### src/rtl/fifo_pkg.sv
// Shared FIFO package: skid-buffer depth and occupancy encoding.
// Used by the read-side drain stage and by the FIFO testbenches.
package fifo_pkg;
  localparam int SKID_DEPTH = 2;

  // Encoded so that the enum value equals the number of held words
  typedef enum logic [1:0] {OCC_EMPTY, OCC_ONE, OCC_TWO} occ_t;
endpackage

### src/rtl/fifo_rd_skid.sv
// Two-entry register buffer for the read stream. Entry 0 is the head and
// drives the stream outputs directly.
module fifo_rd_skid
  import fifo_pkg::*;
#(
  parameter int DSIZE = 8
) (
  input  logic             rclk,
  input  logic             rrst_n,
  input  logic             i_push,
  input  logic [DSIZE-1:0] i_data,
  input  logic             i_pop,
  output occ_t             o_occ,
  output logic [DSIZE-1:0] o_data,
  output logic             o_valid
);

  occ_t             r_occ;
  logic [DSIZE-1:0] r_d0;
  logic [DSIZE-1:0] r_d1;
  logic             r_vld;

  always_ff @(posedge rclk or negedge rrst_n) begin
    if (!rrst_n) begin
      r_occ <= OCC_EMPTY;
      r_vld <= 1'b0;
      r_d0  <= '0;
      r_d1  <= '0;
    end else begin
      case (r_occ)
        OCC_EMPTY: begin
          if (i_push) begin
            r_d0  <= i_data;
            r_occ <= OCC_ONE;
            r_vld <= 1'b1;
          end
        end
        OCC_ONE: begin
          case ({i_push, i_pop})
            2'b11: r_d0 <= i_data;
            2'b10: begin
              r_d1  <= i_data;
              r_occ <= OCC_TWO;
            end
            2'b01: begin
              r_occ <= OCC_EMPTY;
              r_vld <= 1'b0;
            end
            default: ;
          endcase
        end
        OCC_TWO: begin
          // Head shifts on every pop; a simultaneous push refills the tail
          if (i_pop) begin
            r_d0 <= r_d1;
            if (i_push) r_d1  <= i_data;
            else        r_occ <= OCC_ONE;
          end
        end
        default: begin
          r_occ <= OCC_EMPTY;
          r_vld <= 1'b0;
        end
      endcase
    end
  end

  assign o_occ   = r_occ;
  assign o_data  = r_d0;
  assign o_valid = r_vld;

  always @(posedge rclk) begin
    if (rrst_n) begin
      a_no_ovf: assert (!(r_occ == OCC_TWO && i_push && !i_pop));
      a_no_udf: assert (!(r_occ == OCC_EMPTY && i_pop));
    end
  end

endmodule

### src/rtl/fifo_rd_stream.sv
// Read-side drain stage: pops the async FIFO and drives a registered
// valid/ready stream. Optional saturating delivery counter: FIFO_RD_STATS_EN.
module fifo_rd_stream
  import fifo_pkg::*;
#(
  parameter int DSIZE  = 8,
  parameter int RD_LAT = 0,
  parameter int CNT_W  = 16
) (
  input  logic             rclk,
  input  logic             rrst_n,
  input  logic [DSIZE-1:0] fifo_rdata,
  input  logic             fifo_rempty,
  output logic             fifo_r_valid,
  output logic [DSIZE-1:0] m_data,
  output logic             m_valid,
  input  logic             m_ready
`ifdef FIFO_RD_STATS_EN
  ,
  output logic [CNT_W-1:0] rd_count
`endif
);

  occ_t       w_occ;
  logic       w_deq;
  logic       w_pop;
  logic       w_push;
  logic       w_inflight;
  logic [1:0] w_sum;

  assign w_deq = m_valid & m_ready;
  assign w_sum = 2'(w_occ) + {1'b0, w_inflight};

  // Credit check: occ+inflight-deq < 2. A deq always frees a slot because
  // deq implies occ >= 1, so the subtraction never needs to wrap.
  assign w_pop        = !fifo_rempty & (w_deq | (w_sum < 2'd2));
  assign fifo_r_valid = w_pop;

  if (RD_LAT == 0) begin : g_lat0
    assign w_inflight = 1'b0;
    assign w_push     = w_pop;
  end else begin : g_lat1
    logic r_inflight;
    always_ff @(posedge rclk or negedge rrst_n) begin
      if (!rrst_n) r_inflight <= 1'b0;
      else         r_inflight <= w_pop;
    end
    assign w_inflight = r_inflight;
    assign w_push     = r_inflight;
  end

  fifo_rd_skid #(.DSIZE(DSIZE)) u_skid (
    .rclk    (rclk),
    .rrst_n  (rrst_n),
    .i_push  (w_push),
    .i_data  (fifo_rdata),
    .i_pop   (w_deq),
    .o_occ   (w_occ),
    .o_data  (m_data),
    .o_valid (m_valid)
  );

`ifdef FIFO_RD_STATS_EN
  logic [CNT_W-1:0] r_cnt;
  always_ff @(posedge rclk or negedge rrst_n) begin
    if (!rrst_n)                   r_cnt <= '0;
    else if (w_deq && r_cnt != '1) r_cnt <= r_cnt + CNT_W'(1);
  end
  assign rd_count = r_cnt;
`endif

  always @(posedge rclk) begin
    if (rrst_n) begin
      a_credit: assert (w_sum <= 2'(SKID_DEPTH));
      a_cfg:    assert ((RD_LAT == 0 || RD_LAT == 1) && CNT_W > 0);
    end
  end

endmodule
### config.mk
export PLATFORM = sky130hd
export DESIGN_NAME = fifo_rd_stream
export DESIGN_NICKNAME = d
export VERILOG_FILES = /design/src/rtl/fifo_pkg.sv /design/src/rtl/fifo_rd_skid.sv /design/src/rtl/fifo_rd_stream.sv
export SDC_FILE = /design/constraint.sdc
export NUM_CORES = 1
export LEC_CHECK = 0
export CELL_PAD_IN_SITES_DETAIL_PLACEMENT = 0
export CELL_PAD_IN_SITES_GLOBAL_PLACEMENT = 1
export CORE_MARGIN = 1
export CORE_UTILIZATION = 41
export DETAILED_ROUTE_END_ITERATION = 12
export PLACE_DENSITY = 0.88
export SYNTH_ARGS = -nofsm -noshare
export SYNTH_HDL_FRONTEND = slang
export SYNTH_SLANG_ARGS = --single-unit
### constraint.sdc
create_clock -name rclk -period 2.4 [get_ports rclk]
set_input_delay 0.72 -clock rclk [delete_from_list [all_inputs] [get_ports rclk]]
set_output_delay 0.72 -clock rclk [all_outputs]
set_load 0.01 [all_outputs]
-- Word-level counts from Yosys, hierarchy flattened
Index checks and enable logic that the tools add are counted.
- flip-flop bits (word level): 19
- output and inout bits: 10
- input port bits: 12
- magnitude comparators: 1
- reduce and logical (&&, ||, !) cells: 8
- equal/unequal tests: 13
- multiplexer cells: 15
- bitwise operators: 4
- operators by type and width (operator ; number):
    two-way mux 8 bit ; 5
    case mux 8 bit (3 select lines) ; 1
    case mux 8 bit (2 select lines) ; 1
    AND reduction 4 bit ; 3
    inequality test 2 x 1 -> 1 bit, second input constant ; 4
    equality test 2 bit, second input constant ; 3
    two-way mux 2 bit ; 3
    inequality test 2 bit, second input constant ; 3
    case mux 2 bit (3 select lines) ; 1
    equality test 2 x 1 -> 1 bit, second input constant ; 2
    case mux 2 bit (2 select lines) ; 1
    inequality test 3 x 2 -> 1 bit, second input constant ; 1
    case mux 1 bit (3 select lines) ; 1
    AND reduction 3 bit ; 1
    nonzero test 3 bit ; 1
    bitwise AND 1 bit ; 2
    logical NOT 2 bit ; 1
    less-than comparator 2 bit, second input constant ; 1
    two-way mux 1 bit ; 2
    nonzero test 2 bit ; 1
    logical NOT 1 bit ; 1
    NOT 1 bit ; 1
    OR 1 bit ; 1

-- Depth between registers and ports, before layout
Gate-level depths: netlist of the first run.
- word-level depth: 6
- mapped depth: 5
- depth with buffers taken out: 4

-- Cells and area by module
A second synthesis of the first run with hierarchy kept.
- cell total of the unflattened synthesis: 64
- area, all modules: 933.4 µm²
- by module, submodules not included (module ; cells each ; seq. area each (µm²) ; area an instance (µm²) ; instances):
    fifo_rd_skid ; 61 ; 475.5 ; 917.1 ; 1
    fifo_rd_stream ; 3 ; 0.0 ; 16.3 ; 1

-- Worst setup path after synthesis of the first run
OpenSTA, ideal clock, no wires.
- path type: input to output
- from: in fifo_rempty
- to: out fifo_r_valid
- setup slack: 0.599 ns
- stages on the path: 2
- arrival time: 1.081 ns
- required time: 1.680 ns
- cell sequence: buf_2 > a21oi_1
- cells in the longest elaborated chain, start to end: 2
- RTL lines (what ; RTL line ; text):
    start: declaration ; fifo_rd_stream.sv:13 ; input logic fifo_rempty,
    logical NOT 1 bit ; fifo_rd_stream.sv:36 ; assign w_pop = !fifo_rempty & (w_deq | (w_sum < 2'd2));
    bitwise AND 1 bit ; fifo_rd_stream.sv:36 ;
    end: declaration ; fifo_rd_stream.sv:14 ; output logic fifo_r_valid,
Every way passes these cells.

-- Worst setup path after layout of the first run
- from: in m_ready
- to: out fifo_r_valid
- cells in the longest elaborated chain, start to end: 3
- RTL lines (what ; RTL line ; text):
    start: declaration ; fifo_rd_stream.sv:17 ; input logic m_ready
    bitwise AND 1 bit ; fifo_rd_stream.sv:31 ; assign w_deq = m_valid & m_ready;
    OR 1 bit ; fifo_rd_stream.sv:36 ;
    bitwise AND 1 bit ; fifo_rd_stream.sv:36 ;
Every way passes these cells.

==> metrics.yaml, run 1 <==
worst_setup_path:
  reg2reg_slack_ns: 0.73
  cp.arrival_ns: 1.55
  cp-start-kind: "primary input"
  end_kind: "output port"
  critPathRequiredTime_ns: 1.68
  reg2reg_depth: 4
  regToRegStartpoint: "u_skid.o_occ[0]"
  cp_max_fo: 2
  criticalPathCategory: "in2out"
  rr_endpoint: "u_skid.r_d1[0]"
synthesis:
  synth_top_cell_by_area: "dfrtp_1"
  synthArstFlopShare_pct: 100
  syn_avg_cell_area_sq_um: 14.6
  synth_edf_count: 0
  yosys-top-cells-count: "dfrtp_1 (19), mux2_2 (12), mux2_4 (10)"
  ys.flop_type: "dfrtp_1"
  yosysMostFrequentCell: "dfrtp_1"
  synthDominantCellAreaShare_pct: 49.3
  ys_seq_elements: 19
  synth_warnings: 0
  ys_types: 22
  syn_inst: 66
  ys_seq_area_share_pct: 49.3
  syn_area_sq_um: 965
  synth_fp_nets: 78
  synthTopCellsByArea: "dfrtp_1 (49%), mux2_4 (16%), mux2_2 (14%)"
final_layout:
  drive_gt1_share_pct: 41.9
  insertedDiodeCount: 0
  final_util_pct: 56.3
  syn2layout_area_growth_pct: 29.2
  fin_nets: 106
timing:
  final.min_clock_period_ns: 2.27
  skew_ns: 0.00347
  worst_hold_slack_ns: 0.503
  finalCritPeriodShare_pct: 94.4
  slew_headroom_pct: 80.1
  finalSetupViolCount: 0
  rsz0062_at_grt: "no"
  finalWorstSetupSlack_ns: 0.133
  setup_tns_ns: 0
  finalHoldViolCount: 0
  worstMarginPinSlew_ns: 0.298
  drv_slew: 0
  clock.fmax_mhz: 441
placement:
  hpwl_mm: 1.10
  gp_congestion: 0.651
  numPortBuffers: 21
  dp_slack_ns: -0.275
die:
  dieArea_sq_um: 2550
  start_util_pct: 43.6
  core_sq_um: 2210
  fp-row-count: 17
  ios: 22
  die_h_microns: 50.5
  die_x_microns: 50.5
cts:
  numClockSinks: 19
  tritoncts.num_buffers: 3
  cts_tree: "built"
  post-cts-setup-buffers: 0
  h-tree-depth: 1
  clkTransAtPathRegs_ns: 0.11
  cts.path.max_buffers: 2
  insertion_delay_ns: 0.29
  cts_root_buf: "clkbuf_4"
  postCtsHoldBufs: 0
grt:
  grt_pass1_vias: 631
  antenna_found_initial: 0
  grt_overflow: 0
  track_usage_pct: 15.2
  grt_pass1_wl_mm: 2.86
  grt_max_degree: 20
drt:
  vias: 613
  drc: 0
  wl_mm: 1.56
  dr.first_iter.drc_count: 4
  wl_per_cell_microns: 12.9
  ant_nets: 0
  drtPass1Iterations: 4
  vias_per_cell: 5.07
power:
  p_per_area_nw_per_um2: 1130
  ir_drop_v: 0.000579
  total_leakage_power_nw: 0.547
  power_w: 0.00141
hold_path:
  worst_hold_path_type: "reg2reg"
  worstHoldEndpoint: "u_skid.r_d1[2]"
  min_path_cells: 1
  holdCritStartpoint: "u_skid.r_d1[2]"
run_status:
  outcome: "complete, no violations"
flow_run:
  drv_cap: 0
==> area by class of cell <==
| cell class | instances | area [sq um] |
|---|---|---|
| fill | 203 | 966 |
| sequential | 19 | 475 |
| multi-input combinational | 45 | 473 |
| timing repair buffer | 25 | 235 |
| tap | 28 | 35.0 |
| clock buffer | 3 | 22.5 |
| clock inverter | 1 | 5.00 |
==> registers in the layout, indices dropped and copies added (netlist names) <==
name,cells
u_skid.o_valid,1
u_skid.r_d1,8
u_skid.o_data,8
u_skid.o_occ,2
==> power breakdown <==
part | switching, W | leakage, nW | total (W) | internal [W]
Clock | 0.0000960 | 0.0177 | 0.000158 | 0.0000620
Sequential | 0.000108 | 0.224 | 0.000588 | 0.000480
Combinational | 0.000241 | 0.305 | 0.000668 | 0.000427
==> worst max path at each step <==
stage	slack (ns)	startpoint	cells past startpoint	to
5_1_grt	0.06	m_ready	4	fifo_r_valid
4_1_cts	0.009	m_ready	4	fifo_r_valid
2_1_floorplan	0.60	fifo_rempty	2	fifo_r_valid
6_report	0.13	m_ready	4	fifo_r_valid
3_5_place_dp	-0.27	m_ready	4	fifo_r_valid
3_3_place_gp	-0.26	m_ready	4	fifo_r_valid
==> logic make-up (layout without fill, tap and decap cells) <==
kind of cell,Yosys count,in the layout,share of synthesized area [%]
flops,19,19,49.3
compound gates,9,9,6.74
buf+inv,2,29,1.69
mux,24,24,31.9
simple gates,12,12,10.4
==> per-stage QoR <==
| step | instance area [sq um] | std cells |
|---|---|---|
| 2_1_floorplan | 965 | 66 |
| 3_3_place_gp | 1220 | 117 |
| 3_5_place_dp | 1220 | 117 |
| 4_1_cts | 1250 | 121 |
| 5_1_grt | 1250 | 121 |
| 6_report | 1250 | 121 |
==> worst max-delay path, cell delays in order <==
cell and delay [ns]:
clkdlybuf4s50_1 0.49, nand2_2 0.06, a21oi_1 0.14, clkbuf_2 0.14
==> cell usage in the layout, fill, tap and decap left out, types with 2 or more instances in the layout <==
cell / instances
mux2_2: 12
clkbuf_4: 3
a21oi_1: 3
nor2_4: 2
dfrtp_1: 19
nand3_1: 2
buf_4: 4
mux2_4: 10
mux2_1: 2
clkdlybuf4s50_1: 20
o21ai_0: 2
==> metal layers <==
| layer | vias to the layer above | track usage [%] | wire length [microns] |
|---|---|---|---|
| met5 | - | 0 | 0 |
| met4 | 0 | 6.94 | 19 |
| met3 | 2 | 2.73 | 83 |
| met2 | 18 | 24.7 | 734 |
| met1 | 299 | 19.5 | 723 |
| li1 | 294 | - | - |
==> timing repair <==
item,4_1_cts,5_1_grt
endpoints found under the setup margin,1,1
resized for setup,2,1
pin swaps,0,0
(Power assumes the default switching activity.)
==> run 2, diff against run 1 <==
Settings changed: CTS_CLUSTER_DIAMETER set to 200, REMOVE_ABC_BUFFERS set to 1.
==> run 2 against run 1 <==
Effect of this change: non-clock buffer count is the same; setup slack is essentially flat; sequential power is essentially flat; combinational power is essentially flat; first-iteration DRC count is the same; design area is the same; critical path type unchanged; critical endpoint unchanged; largest cell class unchanged; highest routed layer is now met3.
==> metrics.yaml, run 2 (synthesis gave the netlist of run 1 again) <==
die:
  start_util_pct: 43.6  # unchanged
  ios: 22  # unchanged
  die_h_microns: 50.5  # unchanged
  core_sq_um: 2210  # unchanged
  fp-row-count: 17  # unchanged
  dieArea_sq_um: 2550  # unchanged
  die_x_microns: 50.5  # unchanged
timing:
  clock.fmax_mhz: 441  # about the same
  worstMarginPinSlew_ns: 0.279  # -0.0189 ns
  finalCritPeriodShare_pct: 94.5  # about the same
  final.min_clock_period_ns: 2.27  # +0.000411 ns
  finalHoldViolCount: 0  # unchanged
  rsz0062_at_grt: "no"
  finalSetupViolCount: 0  # unchanged
  skew_ns: 0.0122  # +0.00877 ns
  drv_slew: 0  # unchanged
  finalWorstSetupSlack_ns: 0.133  # -0.000411 ns
  slew_headroom_pct: 81.4  # +1.3 points
final_layout:
  final_common_cell: "clkdlybuf4s50_1"
  drive_gt1_share_pct: 41.9  # unchanged
  insertedDiodeCount: 0  # unchanged
  syn2layout_area_growth_pct: 29.2  # unchanged
  fin_nets: 106  # unchanged
  fin_cells: 121  # unchanged
  final_cell_mix: "clkdlybuf4s50_1 (20), dfrtp_1 (19), mux2_2 (12)"
  finalInstanceArea_sq_um: 1250  # unchanged
  final_util_pct: 56.3  # unchanged
drt:
  dr.first_iter.drc_count: 4  # unchanged
  vias_per_cell: 5.06  # -0.16%
  wl_per_cell_microns: 13.1  # +1.7%
  vias: 612  # -0.16%
  ant_nets: 0  # unchanged
  route.met2.wl_microns: 774  # +5.4%
  met3_length_microns: 84  # +1.2%
  drtPass1Iterations: 3  # -1
  wl_mm: 1.59  # +1.7%
  wl_met1_microns: 727  # +0.55%
  highest_layer: "met3"
  drc: 0  # unchanged
cts:
  h-tree-depth: 1  # unchanged
  tritoncts.num_buffers: 3  # unchanged
  clkTransAtPathRegs_ns: 0.10  # about the same
  numClockSinks: 19  # unchanged
  cts_root_buf: "clkbuf_4"
  postCtsHoldBufs: 0  # unchanged
  cts_tree: "built"
  insertion_delay_ns: 0.29  # about the same
  post-cts-setup-buffers: 0  # unchanged
  cts.path.max_buffers: 2  # unchanged
worst_setup_path:
  cp_max_fo: 2  # unchanged
  cp.arrival_ns: 1.55  # about the same
  cp_top_family: "buffers and inverters"
  reg2reg_slack_ns: 0.73  # about the same
  slowest_delay_ns: 0.49  # about the same
  criticalPathCategory: "in2out"
  worstPathCellList: "clkdlybuf4s50_1, nand2_2, a21oi_1, clkbuf_2"
  endpoint: "fifo_r_valid"
  path_depth: 4  # unchanged
  rr_endpoint: "u_skid.r_d1[1]"
  critPathRequiredTime_ns: 1.68  # about the same
  cp-start-kind: "primary input"
  regToRegStartpoint: "u_skid.o_occ[0]"
  critPathBufInv: 2  # unchanged
  reg2reg_depth: 4  # unchanged
  crit_start: "m_ready"
  end_kind: "output port"
  crit_slowest_cell: "clkdlybuf4s50_1"
power:
  power_w: 0.00142  # +0.31%
  ir_drop_v: 0.000527  # -8.9%
  total_leakage_power_nw: 0.547  # unchanged
  p_per_area_nw_per_um2: 1140  # +0.31%
grt:
  antenna_found_initial: 0  # unchanged
  grt_pass1_vias: 626  # -0.79%
  grt_max_degree: 20  # unchanged
  grt_overflow: 0  # unchanged
  track_usage_pct: 14.4  # -0.78 points
  grt_pass1_wl_mm: 2.68  # -6.0%
placement:
  gp_congestion: 0.696  # +6.9%
  dp_slack_ns: -0.267  # +0.00729 ns
  hpwl_mm: 1.20  # +8.9%
  dp.cells: 117  # unchanged
  numPortBuffers: 21  # unchanged
  dpl_cell_area_sq_um: 1220  # unchanged
flow_run:
  drv_cap: 0  # unchanged
hold_path:
  worst_hold_path_type: "reg2reg"
run_status:
  outcome: "complete, no violations"
run 2: cell counts in the layout (fill, tap and decap cells not counted):
No cell type changed its count.
run 2: power breakdown:
group | internal, W | switching [W]
combinational | 0.000427 | 0.000241
clock | 0.0000619 | 0.0000971
sequential | 0.000480 | 0.000111
run 2: worst min-delay path by stage:
stage	slack (ns)	to	startpoint	cells after the start
global placement	0.47	u_skid.r_d1[2]	u_skid.r_d1[2]	1
floorplan	0.42	u_skid.o_data[0]	rrst_n	0
finish	0.50	u_skid.r_d1[3]	u_skid.r_d1[3]	1
global route	0.54	u_skid.r_d1[5]	u_skid.r_d1[5]	1
CTS	0.50	u_skid.r_d1[3]	u_skid.r_d1[3]	1
detailed placement	0.48	u_skid.r_d1[3]	u_skid.r_d1[3]	1
run 2: worst register-to-register path: cells and delay by family (launching register included):
family             cells  cell delay [ns]
DFF                    1             0.48
AOI/OAI and AO/OA      1             0.19
muxes                  1             0.38
and+or+nand+nor        2             0.52
run 2: layer usage:
layer  track usage [%]  vias up
met3              3.03        0
met4              4.17        0
met1              17.3      305
met2              25.6       17
met5                 0        -
li1                  -      290
run 2: cell type report:
type                    count  area (sq um)
clock buffers               3          22.5
clock inverters             1          5.00
fillers                   192           966
multi-input cells          45           473
flip-flops and latches     19           475
well taps                  28          35.0
repair buffers             25           235
run 2: what timing repair did:
item                       4_1_cts  5_1_grt
gates cloned                     0        0
gates resized for setup          2        1
setup endpoints to repair        1        1
run 2: stage by stage:
step	TNS, ns	hold slack (ns)
floorplan	0	0.424
global placement	-0.260	0.468
detailed placement	-0.267	0.479
CTS	0	0.504
global route	0	0.538
finish	0	0.501
==> run 3, diff against run 2 <==
Settings changed: CORE_UTILIZATION 41 to 35, PLACE_DENSITY 0.88 to 0.81.
Clock period 2.4 ns to 1.8 ns, I/O delays scaled along.
==> run 3 against run 2 <==
Effect of this change: power is 37% higher; hold slack lost 0.0026 ns; core utilization down 5.1 points; sequential power increased by 25%; count of clock-buffer cells in the layout up 1; via count grew 2.0%.
==> metrics.yaml, run 3 (synthesis gave the netlist of run 1 again) <==
run_status:
  outcome: "complete, no violations"
grt:
  grt_max_degree: 20  # unchanged
  grt_pass1_vias: 637  # +1.8%
  antenna_found_initial: 0  # unchanged
  track_usage_pct: 14.0  # -0.43 points
  grt_pass1_wl_mm: 2.90  # +8.2%
  grt_overflow: 0  # unchanged
worst_setup_path:
  critPathBufInv: 1  # -1
  criticalPathCategory: "reg2out"
  reg2reg_depth: 5  # +1
  cp.arrival_ns: 1.18  # -0.37 ns
  crit_slowest_cell: "clkdlybuf4s50_1"
  worstPathCellList: "clkdlybuf4s50_1"
  path_depth: 1  # -3
  critPathRequiredTime_ns: 1.26  # -0.42 ns
  end_kind: "output port"
  slowest_delay_ns: 0.53  # +0.04 ns
  cp_top_family: "buffers and inverters"
  cp-start-kind: "flip-flop"
  cp_max_fo: 2  # unchanged
final_layout:
  drive_gt1_share_pct: 45.5  # +3.5 points
  final_common_cell: "dfrtp_1"
  multi_input_area_sq_um: 477  # +0.79%
  fillers: 231  # +20%
  fin_cells: 129  # +6.6%
  insertedDiodeCount: 0  # unchanged
  finalInstanceArea_sq_um: 1310  # +4.7%
  regArea_sq_um: 475  # unchanged
  final_cell_mix: "dfrtp_1 (19), clkdlybuf4s50_1 (15), mux2_2 (12)"
  fin_nets: 112  # +5.7%
  syn2layout_area_growth_pct: 35.3
cts:
  tritoncts.num_buffers: 3  # unchanged
  insertion_delay_ns: 0.29  # about the same
  h-tree-depth: 1  # unchanged
  cts_root_buf: "clkbuf_4"
  postCtsHoldBufs: 0  # unchanged
  numClockSinks: 19  # unchanged
  clkTransAtPathRegs_ns: 0.10  # about the same
  cts.path.max_buffers: 2  # unchanged
  cts_tree: "built"
timing:
  clock.fmax_mhz: 580
  finalSetupViolCount: 0  # unchanged
  skew_ns: 0.00185  # -0.0104 ns
  worst_hold_slack_ns: 0.498  # -0.00256 ns
  finalCritPeriodShare_pct: 95.8
  slew_headroom_pct: 82.2  # +0.81 points
  final.min_clock_period_ns: 1.72
  drv_slew: 0  # unchanged
  rsz0062_at_grt: "no"
  finalHoldViolCount: 0  # unchanged
  worstMarginPinSlew_ns: 0.267  # -0.0127 ns
power:
  ir_drop_v: 0.000730  # +38%
  total_leakage_power_nw: 0.604  # +10%
  power_w: 0.00194  # +37%
  p_per_area_nw_per_um2: 1490  # +31%
placement:
  gp_congestion: 0.805  # +16%
  dp.cells: 124  # +6.0%
  numPortBuffers: 21  # unchanged
  hpwl_mm: 1.16  # -2.6%
  dpl_cell_area_sq_um: 1260  # +3.3%
drt:
  wl_mm: 1.64  # +3.1%
  ant_nets: 0  # unchanged
  wl_per_cell_microns: 12.7  # -3.3%
  drtPass1Iterations: 4  # +1
  vias_per_cell: 4.84  # -4.4%
  drc: 0  # unchanged
  dr.first_iter.drc_count: 4  # unchanged
  vias: 624  # +2.0%
die:
  ios: 22  # unchanged
  die_x_microns: 54.5  # +7.9%
  core_sq_um: 2540  # +15%
  die_h_microns: 54.5  # +7.9%
  dieArea_sq_um: 2970  # +16%
  fp-row-count: 18  # +1
  start_util_pct: 37.9  # -5.7 points
hold_path:
  worst_hold_path_type: "reg2reg"
  min_path_cells: 1  # unchanged
flow_run:
  drv_cap: 0  # unchanged
-- run 3: cell count changes in the layout (fill, tap and decap cells not counted), sizes merged --
cell           change
buf                +7
clkdlybuf4s50      -5
dlymetal6s2s       +3
dlygate4sd2        +2
clkinv             -1
-- run 3: final cells by class --
cell class / count / share of cell area, %
multi-input cells: 45 / 36.5
flip-flops and latches: 19 / 36.4
repair buffers: 31 / 22.1
well taps: 30 / 2.88
clock buffers: 4 / 2.01
-- run 3: per-stage QoR --
step | worst slack (ns) | util [%] | TNS, ns
floorplan | 0.316 | - | 0
CTS | 0.0121 | 50.8 | 0
detailed placement | -0.535 | 49.7 | -5.59
global placement | -0.497 | 49.7 | -5.27
finish | 0.0763 | 51.3 | 0
global route | 0.00432 | 51.3 | 0
-- run 3: power breakdown --
part	internal (W)	switching [W]	leakage, nW
Combinational	0.000613	0.000378	0.365
Sequential	0.000641	0.0000980	0.224
Clock	0.0000860	0.000126	0.0150
Total	0.00134	0.000602	0.604
-- run 3: metal layers --
layer  GRT usage (%)  wire (microns)
met1            18.2             790
met2            23.0             776
met3            4.17              68
met4            2.56               0
met5               0               0
-- run 3: timing repair --
item,in CTS,in global routing
buffers inserted,1,0
setup endpoints to repair,10,8
pin swaps,0,1
gates resized for setup,7,4
-- run 3: path summary, 6_finish.rpt --
kind,to,slack [ns],start
worst min-delay path,u_skid.r_d1[3],0.50,u_skid.r_d1[3]
max in group asynchronous,u_skid.r_d1[6],1.03,rrst_n
min in group asynchronous,u_skid.o_valid,0.57,rrst_n
worst max register to register,u_skid.o_data[5],0.23,u_skid.o_occ[1]
worst max-delay path,m_data[0],0.08,u_skid.o_data[0]
worst min register to register,u_skid.r_d1[3],0.50,u_skid.r_d1[3]
